### src/rtl/load_align_unit.sv
// Load alignment unit: issues one or two word-aligned bus reads per load.
// It then merges, extracts and sign/zero-extends the addressed bytes into a registered result.
module load_align_unit #(
    parameter int DATA_W      = 64,
    parameter int ADDR_W      = 64,
    parameter int ALLOW_SPLIT = 1
) (
    input  logic              clk,
    input  logic              reset,
    input  logic              in_valid,
    output logic              in_ready,
    input  logic [ADDR_W-1:0] in_addr,
    input  logic [1:0]        in_size,
    input  logic              in_unsigned,
    output logic              dreq_valid,
    output logic [ADDR_W-1:0] dreq_addr,
    input  logic              dresp_data_ok,
    input  logic [DATA_W-1:0] dresp_data,
    output logic              out_valid,
    input  logic              out_ready,
    output logic [DATA_W-1:0] out_data,
    output logic              out_err
);

    localparam int BYTES = DATA_W / 8;
    localparam int OFF_W = $clog2(BYTES);

    typedef enum logic [1:0] {IDLE, BEAT0, BEAT1, RESP} state_t;

    state_t            state;
    state_t            state_nxt;
    logic [OFF_W-1:0]  off_q;
    logic [1:0]        size_q;
    logic              uns_q;
    logic              span_q;
    logic [DATA_W-1:0] beat0_q;

    logic [OFF_W-1:0]  req_off;
    int                req_nb;
    logic              req_mis;
    logic              req_span;
    logic              req_illegal;
    logic              accept;
    logic              enter_resp;
    logic [DATA_W-1:0] merge_lo;
    logic [DATA_W-1:0] merge_hi;
    logic [DATA_W-1:0] load_result;

    // Shift the two-word window right to the addressed byte and keep the low word.
    function automatic logic [DATA_W-1:0] select_bytes(
        input logic [DATA_W-1:0] lo,
        input logic [DATA_W-1:0] hi,
        input logic [OFF_W-1:0]  off
    );
        logic [2*DATA_W-1:0] merged;
        merged = {hi, lo} >> {off, 3'b000};
        return merged[DATA_W-1:0];
    endfunction

    function automatic logic [DATA_W-1:0] extend_bytes(
        input logic [DATA_W-1:0] v,
        input logic [1:0]        size,
        input logic              uns
    );
        int                nbits;
        logic [DATA_W-1:0] hi_mask;
        logic              fill;
        nbits = 8 << size;
        if (nbits >= DATA_W) begin
            return v;
        end
        hi_mask = {DATA_W{1'b1}} << nbits;
        fill    = !uns && v[nbits-1];
        return fill ? (v | hi_mask) : (v & ~hi_mask);
    endfunction

    always_comb begin
        req_off     = in_addr[OFF_W-1:0];
        req_nb      = 1 << in_size;
        req_mis     = (int'(req_off) & (req_nb - 1)) != 0;
        req_span    = (int'(req_off) + req_nb) > BYTES;
        req_illegal = (in_size == 2'd3 && DATA_W == 32) || (req_mis && ALLOW_SPLIT == 0);
    end

    assign in_ready   = (state == IDLE);
    assign dreq_valid = (state == BEAT0) || (state == BEAT1);
    assign out_valid  = (state == RESP);
    assign accept     = in_valid && in_ready;
    assign enter_resp = dresp_data_ok &&
                        ((state == BEAT0 && !span_q) || state == BEAT1);

    // A single-beat load has no upper word; in BEAT1 the live bus data is the upper word.
    assign merge_lo    = (state == BEAT1) ? beat0_q : dresp_data;
    assign merge_hi    = (state == BEAT1) ? dresp_data : '0;
    assign load_result = extend_bytes(select_bytes(merge_lo, merge_hi, off_q), size_q, uns_q);

    always_ff @(posedge clk or negedge reset) begin
        if (!reset) begin
            state <= IDLE;
        end else begin
            state <= state_nxt;
        end
    end

    always_comb begin
        state_nxt = state;
        case (state)
            IDLE:    if (in_valid) state_nxt = req_illegal ? RESP : BEAT0;
            BEAT0:   if (dresp_data_ok) state_nxt = span_q ? BEAT1 : RESP;
            BEAT1:   if (dresp_data_ok) state_nxt = RESP;
            RESP:    if (out_ready) state_nxt = IDLE;
            default: state_nxt = IDLE;
        endcase
    end

    always_ff @(posedge clk or negedge reset) begin
        if (!reset) begin
            off_q     <= '0;
            size_q    <= '0;
            uns_q     <= 1'b0;
            span_q    <= 1'b0;
            beat0_q   <= '0;
            dreq_addr <= '0;
            out_data  <= '0;
            out_err   <= 1'b0;
        end else begin
            if (accept) begin
                off_q  <= req_off;
                size_q <= in_size;
                uns_q  <= in_unsigned;
                span_q <= req_span;
                if (req_illegal) begin
                    out_data <= '0;
                    out_err  <= 1'b1;
                end else begin
                    dreq_addr <= {in_addr[ADDR_W-1:OFF_W], {OFF_W{1'b0}}};
                end
            end
            if (state == BEAT0 && dresp_data_ok) begin
                beat0_q <= dresp_data;
                if (span_q) begin
                    dreq_addr <= dreq_addr + ADDR_W'(BYTES);
                end
            end
            if (enter_resp) begin
                out_data <= load_result;
                out_err  <= 1'b0;
            end
        end
    end

endmodule
### config.mk
export PLATFORM = sky130hd
export DESIGN_NAME = load_align_unit
export DESIGN_NICKNAME = d
export VERILOG_FILES = /design/src/rtl/load_align_unit.sv
export SDC_FILE = /design/constraint.sdc
export NUM_CORES = 1
export LEC_CHECK = 0
export BUFFER_PORTS_ARGS = -buffer_cell sky130_fd_sc_hd__buf_2
export CAP_MARGIN = 10
export CORE_ASPECT_RATIO = 0.6
export CORE_MARGIN = 2
export CORE_UTILIZATION = 37
export CTS_CLUSTER_SIZE = 8
export DETAILED_ROUTE_END_ITERATION = 8
export PLACE_DENSITY = 0.67
export SLEW_MARGIN = 5
export SYNTH_ARGS = -nofsm -noshare
export SYNTH_HDL_FRONTEND = slang
export SYNTH_SLANG_ARGS = --single-unit
### constraint.sdc
create_clock -name clk -period 3.4 [get_ports clk]
set_clock_uncertainty 0.1 [all_clocks]
set_input_delay 0.51 -clock clk [delete_from_list [all_inputs] [get_ports clk]]
set_output_delay 0.51 -clock clk [all_outputs]
set_load 0.02 [all_outputs]
=== Word level (Yosys, flattened, before mapping) ===
Index checks and enable logic that the tools add are counted.
W data, S select, Z words.

* Add/subtract/negate cells: 3
* Order comparisons: 3
* Equality and inequality tests: 7
* Shifts and indexed selects: 4
* Muxes and demuxes: 18
* Bitwise gates (word level): 3
* Reduce and logical (&&, ||, !) cells: 11

{| class="wikitable"
|+ Operators by type and width
! cell !! count
|-
| $mux W64 || 8
|-
| $shr A128 B6 Y64 || 1
|-
| $add A64 B4 Y64 const B || 1
|-
| $and A64 B64 Y64 || 1
|-
| $not A64 Y64 || 1
|-
| $or A64 B64 Y64 || 1
|-
| $shl A64 B32 Y64 const A || 1
|-
| $add A4 B32 Y32 || 1
|-
| $ge A32 B8 Y1 const B || 1
|-
| $gt A32 B5 Y1 const B || 1
|-
| $lt A32 B8 Y1 const B || 1
|-
| $shl A1 B2 Y32 const A || 1
|-
| $shl A4 B2 Y32 const A || 1
|-
| $sub A32 B2 Y32 const B || 1
|-
| $mux W2 || 4
|-
| $pmux W2 S4 || 1
|-
| $bmux W1 S6 || 1
|-
| $ne A2 B2 Y1 const B || 3
|-
| $logic_and A1 B1 Y1 || 5
|-
| $eq A2 B2 Y1 const B || 2
|-
| $mux W1 || 4
|-
| $reduce_and A4 Y1 || 1
|-
| $eq A2 B1 Y1 const B || 1
|-
| $logic_not A1 Y1 || 2
|-
| other kinds (3) || 4
|}

* Bits in registers: 201
* Input bits: 136

=== Depth between registers and ports, before layout ===
Gate-level depths: netlist (run 1).

* Word-level depth: 9
* Gate-level depth with buffers: 12
* Gate-level depth less buffers: 9

=== Worst setup path before layout (run 1) ===
OpenSTA, ideal clock, no wires.

* Kind: flip-flop to flip-flop
* Start: register state[0]
* End: register out_data[24]
* Library setup time: 69 ps
* Data arrival time: 2586 ps
* Data required time: 3231 ps
* Path slack: 645 ps
* Cell stages (with the launch flop): 12
* Path buffers: 3
* Period minus slack after synthesis: 2755 ps
* Cells stage by stage: dfrtp_1 > inv_1 > ha_1 > buf_4 > mux2i_1 > mux4_2 > nor3b_2 > nor3_1 > or4_1 > buf_2 > buf_4 > nand3_1

* Longest elaborated chain between the ends: 9
* Elaborated cells on any way between the ends: 17
* Those cells by class: eq/ne (2); shift (1); mux (8); bitwise (2); reduce/logical (4)

{| class="wikitable"
|+ Ends and longest elaborated chain
! item !! RTL line !! source
|-
| start, declared || 30 || <nowiki>state_t state;</nowiki>
|-
| start signal, assigned || 101 || <nowiki>state <= state_nxt;</nowiki>
|-
| $eq A2 B2 Y1 || 90, 93, 94 ||
|-
| $mux W64 (on tied branches) || 93, 94 ||
|-
| $shr A128 B6 Y64 || 56 || <nowiki>merged = {hi, lo} >> {off, 3'b000};</nowiki>
|-
| $bmux W1 S6 || 73 || <nowiki>fill = !uns && v[nbits-1];</nowiki>
|-
| $mux W1 (not written as such) (2 in a row) || 73 ||
|-
| $logic_and A1 B1 Y1 || 73 ||
|-
| $mux W64 || 74 || <nowiki>return fill ? (v | hi_mask) : (v & ~hi_mask);</nowiki>
|-
| $mux W64 || 72 || <nowiki>hi_mask = {DATA_W{1'b1}} << nbits;</nowiki>
|-
| end signal, assigned || 146 || <nowiki>out_data <= load_result;</nowiki>
|-
| end, declared || 21 || <nowiki>output logic [DATA_W-1:0] out_data,</nowiki>
|}

Several ways; a longest one is shown, not always the timed one. The select of a mux whose other input is x is not followed.
A chain may end at the register's enable or synchronous reset.

=== Worst setup path in the final report (run 1) ===
* Start: register state[0]
* End: register out_data[32]

Same word-level chain as after synthesis.

==> summary.md, run 1 <==
| Metric | Value |
|---|---|
| Die area | 36300 um2 |
| VDD IR-drop max | between 0.5 and 0.6 mV |
| Hold Path Class | in -> reg |
| Routability Congestion | 0.893 |
| RSZ-0062 raised after global routing | no |
| Sequential cell area | 5040 um2 |
| EDFF count, synth | 0 |
| First-pass GRT wire length | 68.8 mm |
| Worst skew pair latency | 0.56 ns |
| Cell area after layout | 15600 um2 |
| Ys async rst share | 1.00 |
| Mean Syn Cell Area | 9.52 um2 |
| Util after Layout | 0.458 |
| Max frequency | ~0.31 GHz |
| Slew margin rel. | 0.291 |
| Slowest stage delay, CP | 0.69 ns |
| Clk sink count | around 200 |
| Minimum clock period | 3.20 ns |
| H-tree Lvls | 1 |
| DP Area | 14700 um2 |
| Fin crit share | 0.942 |
| CTS root buf | clkbuf_16 |
| Layout area overhead | 21.1% |
| Worst-path cell chain | inv_1 > ha_4 > mux2i_1 > mux4_2 > o22ai_1 > nor4_4 > a211oi_4 > a221o_1 |
| Via count | 11900 |
| I/O Buffers | 266 |
| Synthesized Nets | 1498 |
| Synth Instances | approximately 1400 |
| DRC | 0 |
| I/O pin count | between 200 and 300 |
| FP Rows | 52 |
| PwrDens | 1030 nW/um2 |
| Grt total ovfl | 0 |
| Crit path max fanout | 16 |
| PnR worst setup slack | 0.196 ns |
| Share of cells above drive strength 1 | 0.305 |
| Clock Tree Buf Depth | 3 |
| Setup TNS Final | 0 ns |
| Reg clk slew, reported paths | around 0.060 ns |
| Sequential area share after synthesis | 0.391 |
| Worst EP required | 3.80 ns |
| Max-slew violations | 0 |
| Critical path type | reg -> reg |
| Fill cell total of the finished layout | 3322 |
| Synthesis Warnings | 0 |
| Detailed Place HPWL | between 30 and 40 mm |
| Post-synthesis cell type count | 59 |
| Synth Flop Type | dfrtp_1 |
| Place WS | -0.00250 ns |
| DRT iter0 DRCs | 1054 |
| Least-Margin Pin Slew | 1.06 ns |
| Cell Area, Synth | 12900 um2 |
| Final wirelength | 44.7 mm |
| Wire per inst | approximately 22 um |
| Final setup violating endpoints | 0 |
| Die Width | 245 um |
| Initial antenna violation count | 7 |
| Critical path endpoint category | flip-flop |
| Area taken by multi-input logic gates | around 7400 um2 |
| Final Hold Vio Count | 0 |
| Average vias per placed instance | 5.80 |
| Initial Util | 0.378 |
| Buf/Inv on CP | 1 |
| Pleak | roughly 7 nW |
| Commonest non-fill, non-tap cells in the layout | buf_2, dfrtp_1, mux2i_1 |
| Gr usage total | 0.243 |
| Core area | 34000 um2 |
| Total Nets Final | 1733 |
| WP data arrival | 3.60 ns |
| Clock buffer count from CTS | 29 |
| MaxCap Viol Count | 0 |
| Run status | complete, no violations |
| Die height | 148 um |
| Pre-antenna DRT Iters | 5 |
| Detail Route Antenna Nets | 0 |
| Register bit total from synthesis | approximately 200 |
| Critical path's slowest cell | a211oi_4 |
| Commonest non-fill, non-tap cell in the layout | buf_2 |
| CTS tree | built |
| Startpoint Class | flip-flop |
| Largest net degree at the start of global routing | 104 |
| Overall power | 16.1 mW |
| Vias in the first global route | roughly 11000 |
| Top delay family on crit path | compound AO/OA/AOI/OAI gates |
==> Yosys cell counts (7+ instances only) <==
library cell | instances | area share
o221a_2 | 10 | 0.0088
clkbuf_1 | 64 | 0.019
inv_1 | 24 | 0.0070
nor4_1 | 7 | 0.0034
o221ai_1 | 8 | 0.0055
o22ai_1 | 19 | 0.0092
mux2_2 | 100 | 0.088
o211ai_1 | 10 | 0.0058
mux2i_1 | 149 | 0.12
and3_1 | 18 | 0.0088
a211o_1 | 12 | 0.0082
nand2_1 | 137 | 0.040
nor2_1 | 106 | 0.031
buf_1 | 16 | 0.0047
a21oi_1 | 72 | 0.028
buf_2 | 18 | 0.0070
nand4_1 | 19 | 0.0092
ha_1 | 10 | 0.0097
and2_1 | 17 | 0.0083
nor3_1 | 22 | 0.0086
o21ai_0 | 73 | 0.028
nand3_1 | 53 | 0.021
o21ai_1 | 7 | 0.0027
a311oi_1 | 12 | 0.0082
nor2b_1 | 21 | 0.010
a211oi_1 | 40 | 0.023
dfrtp_1 | 201 | 0.39
mux4_2 | 16 | 0.028
a221o_1 | 22 | 0.017
==> power breakdown <==
group	switching, mW	internal [mW]	leakage, nW
registers	1.08	3.54	2.42
clock network	1.09	1.51	0.370
logic	5.27	3.57	4.22
total	7.45	8.62	7.01
==> tightest hold or removal path, stage by stage <==
cell,delay [ns]
buf_2,0.08
a32oi_1,0.05
nand2_1,0.06
==> path summary, 6_finish.rpt <==
kind	slack [ns]	cells after the start	from	to
worst max-delay path	0.20	8	state[0]	out_data[32]
worst max register to register	0.20	8	state[0]	out_data[32]
worst min-delay path	0.08	3	in_addr[54]	dreq_addr[54]
max in group asynchronous	1.97	3	reset	dreq_addr[8]
worst min register to register	0.38	2	out_data[2]	out_data[2]
min in group asynchronous	0.43	2	reset	out_data[27]
==> routing by layer <==
layer	GRT usage	up-vias	share of wire	wire length, um
met5	0	-	0.00060	27
met4	0.0646	4	0.029	1310
met3	0.0686	82	0.090	4020
met2	0.339	479	0.41	18300
met1	0.365	5829	0.47	21100
li1	-	5505	-	-
==> repair_timing <==
action / CTS / global route
cloned: 0 / 1
buffers inserted: 0 / 1
endpoints found under the setup margin: 15 / 25
hold buffers: 1 / 0
pin swaps: 1 / 1
gates resized for setup: 0 / 5
hold endpoints to repair: 73 / 0
==> metrics by stage <==
step / cells / hold slack [ns]
global placement: 2011 / 0.362
global route: 2048 / 0.0690
finish: 2050 / 0.0787
floorplan: 1351 / 0.114
CTS: 2045 / 0.0540
detailed placement: 2011 / 0.371
==> final cells by class <==
class / count / share of cell area
Sequential cell: 201 / 0.324
Inverter: 25 / 0.00603
Clock buffer: 31 / 0.0477
Timing Repair Buffer: 305 / 0.109
Clock inverter: 2 / 0.00104
Multi-Input combinational cell: 1024 / 0.475
Tap cell: 459 / 0.0369
Antenna cell: 3 / 0.000482
==> state kept, by name, summed over array words and instances (netlist names) <==
register   flops
beat0_q       64
dreq_addr     64
out_data      64
off_q          3
size_q         2
state          2
span_q         1
uns_q          1
==> kinds of logic (layout without fill, tap and decap cells) <==
| kind of cell | after synthesis | after routing | share of synthesized area |
|---|---|---|---|
| other cells | 1 | 4 | 0.000292 |
| mux | 271 | 271 | 0.237 |
| xor+xnor | 3 | 3 | 0.00204 |
| simple gates | 425 | 425 | 0.156 |
| buf+inv | 127 | 363 | 0.0400 |
| compound gates | 312 | 313 | 0.163 |
| fa+ha+maj | 11 | 11 | 0.0113 |
| flops | 201 | 201 | 0.391 |
(Power assumes the default switching activity.)
==> inputs of run 2 (changes only) <==
--- a/config.mk
+++ b/config.mk
@@ -8,7 +8,6 @@
 export BUFFER_PORTS_ARGS = -buffer_cell sky130_fd_sc_hd__buf_2
 export CAP_MARGIN = 10
 export CORE_ASPECT_RATIO = 0.6
-export CORE_MARGIN = 2
 export CORE_UTILIZATION = 37
 export CTS_CLUSTER_SIZE = 8
 export DETAILED_ROUTE_END_ITERATION = 8
==> summary.md, run 2 (same netlist as run 1, synthesis figures left out) <==
| Metric | Value |
|---|---|
| Run status | complete, no violations |
| VDD IR-drop max | roughly 0.55 mV |
| Pre-antenna DRT Iters | 5 |
| Worst r2r path cells | 8 |
| GR Util met3 | 0.0676 |
| Via count | 12100 |
| Sequential cell area | 5040 um2 |
| Most used routing layer | met1 |
| Startpoint Class | flip-flop |
| FP Rows | 52 |
| Minimum clock period | approximately 3.3 ns |
| I/O pin count | 268 |
| Slowest stage delay, CP | 0.75 ns |
| Area taken by multi-input logic gates | approximately 7400 um2 |
| Final setup violating endpoints | 0 |
| GR Util met2 | 0.349 |
| Final wirelength | roughly 45 mm |
| Commonest non-fill, non-tap cell in the layout | buf_2 |
| Initial Util | 0.378 |
| Commonest non-fill, non-tap cells in the layout | buf_2, dfrtp_1, mux2i_1 |
| Die height | 146 um |
| Regs by FF count | beat0_q: 64 flops, dreq_addr: 64 flops, out_data: 64 flops |
| Least-Margin Pin Slew | 0.965 ns |
| Grt total ovfl | 0 |
| Worst-path cell chain | inv_1 > ha_4 > mux2i_1 > mux4_2 > nor3b_2 > nor4_2 > a211oi_4 > a221o_1 |
| Clock buffer count from CTS | 29 |
| I/O Buffers | 266 |
| Worst EP required | 3.73 ns |
| CTS tree | built |
| Wire per inst | approximately 22 um |
| FF-to-FF setup slack | 0.13 ns |
| Top delay family on crit path | simple AND/OR/NAND/NOR gates |
| Average vias per placed instance | 5.91 |
| DRC | 0 |
| Critical path's slowest cell | nor4_2 |
| Final Hold Vio Count | 0 |
| Setup crit end | out_data[42] |
| Critical path endpoint category | flip-flop |
| Total Nets Final | 1731 |
| DP Area | 14700 um2 |
| Setup bufs post-CTS | 0 |
| Worst skew pair latency | 0.56 ns |
| Max frequency | 0.306 GHz |
| Max-slew violations | 0 |
| Core area | between 30000 and 40000 um2 |
| Hold Path Class | in -> reg |
| Fill cell total of the finished layout | 3222 |
| PwrDens | about 1000 nW/um2 |
| Overall power | 16.2 mW |
| Buf/Inv on CP | 1 |
| Critical path origin | state[0] |
| Reg clk slew, reported paths | ~0.050 ns |
| CP Depth | 8 |
| Layout area overhead | 21.2% |
| WP data arrival | 3.60 ns |
| GR Util met1 | 0.374 |
| MaxCap Viol Count | 0 |
| R2r startpoint | state[0] |
| Fin crit share | 0.961 |
| Util after Layout | 0.459 |
| Initial antenna violation count | 9 |
| Slew margin rel. | 0.357 |
| First-pass GRT wire length | 69.1 mm |
| Gr usage total | 0.247 |
| Vias in the first global route | 11500 |
| H-tree Lvls | 1 |
| Die Width | 243 um |
| Detail Route Antenna Nets | 0 |
| Routability Congestion | between 0.9 and 1 |
| Die area | 35500 um2 |
| RR Endpoint | out_data[42] |
| Clk sink count | 201 |
| Critical path type | reg -> reg |
| DRT iter0 DRCs | 1134 |
| Cell area after layout | 15600 um2 |
| CTS root buf | clkbuf_16 |
| Clock Tree Buf Depth | 3 |
| Largest net degree at the start of global routing | ~110 |
| Detailed Place HPWL | 32.8 mm |
| Crit path max fanout | 16 |
| Share of cells above drive strength 1 | 0.304 |
| Pleak | 7.02 nW |
-- run 2: changes by cell type in the layout (fill, tap and decap cells not counted) --
cell	delta
clkinvlp_4	-1
bufinv_16	+1
nor4_2	+1
a21boi_2	-1
clkbuf_1	+2
a21boi_1	+1
buf_12	+1
nor4_4	-1
buf_4	-3
-- run 2: layout make-up --
cell class              instances  share of cell area
multi-input cells            1024               0.474
flip-flops and latches        201               0.323
repair buffers                303               0.109
clock buffers                  33              0.0482
well taps                     459              0.0369
inverters                      25             0.00602
clock inverters                 2             0.00249
diodes                          3            0.000482
-- run 2: layer usage --
layer / wire [um] / part of all wire
met5: 13 / 0.00029
met4: 790 / 0.018
met3: 4470 / 0.10
met2: 18700 / 0.42
met1: 20800 / 0.47
-- run 2: worst min-delay path by stage --
stage / startpoint / end / slack [ns] / cells past startpoint
6_report: in_addr[31] / dreq_addr[31] / 0.07 / 3
5_1_grt: in_addr[54] / dreq_addr[54] / 0.07 / 3
4_1_cts: in_addr[31] / dreq_addr[31] / 0.04 / 3
3_5_place_dp: dreq_addr[2] / dreq_addr[2] / 0.37 / 1
3_3_place_gp: out_data[1] / out_data[1] / 0.36 / 2
2_1_floorplan: reset / beat0_q[0] / 0.11 / 0
-- run 2: power breakdown --
group | internal, mW | switching (mW)
clock | 1.60 | 1.08
combinational | 3.57 | 5.32
sequential | 3.54 | 1.05
total | 8.71 | 7.45
-- run 2: timing repair --
item	CTS	global route
hold endpoints to repair	83	0
resized for setup	0	3
hold buffers	1	0
endpoints found under the setup margin	0	25
-- run 2: stage by stage --
| stage | hold slack, ns | instances | worst slack [ns] | TNS (ns) |
|---|---|---|---|---|
| 2_1_floorplan | 0.114 | 1351 | 0.645 | 0 |
| 3_3_place_gp | 0.363 | 2010 | 0.208 | 0 |
| 3_5_place_dp | 0.372 | 2010 | 0.0676 | 0 |
| 4_1_cts | 0.0441 | 2046 | 0.0417 | 0 |
| 5_1_grt | 0.0678 | 2049 | -0.0188 | -0.0880 |
| 6_report | 0.0710 | 2050 | 0.131 | 0 |
-- run 2: tightest hold or removal path, delay by kind of cell --
| kind | cells | cell delay [ns] |
|---|---|---|
| AND/OR/NAND/NOR | 1 | 0.06 |
| AO/OA/AOI/OAI | 1 | 0.05 |
| buffers and inverters | 1 | 0.08 |
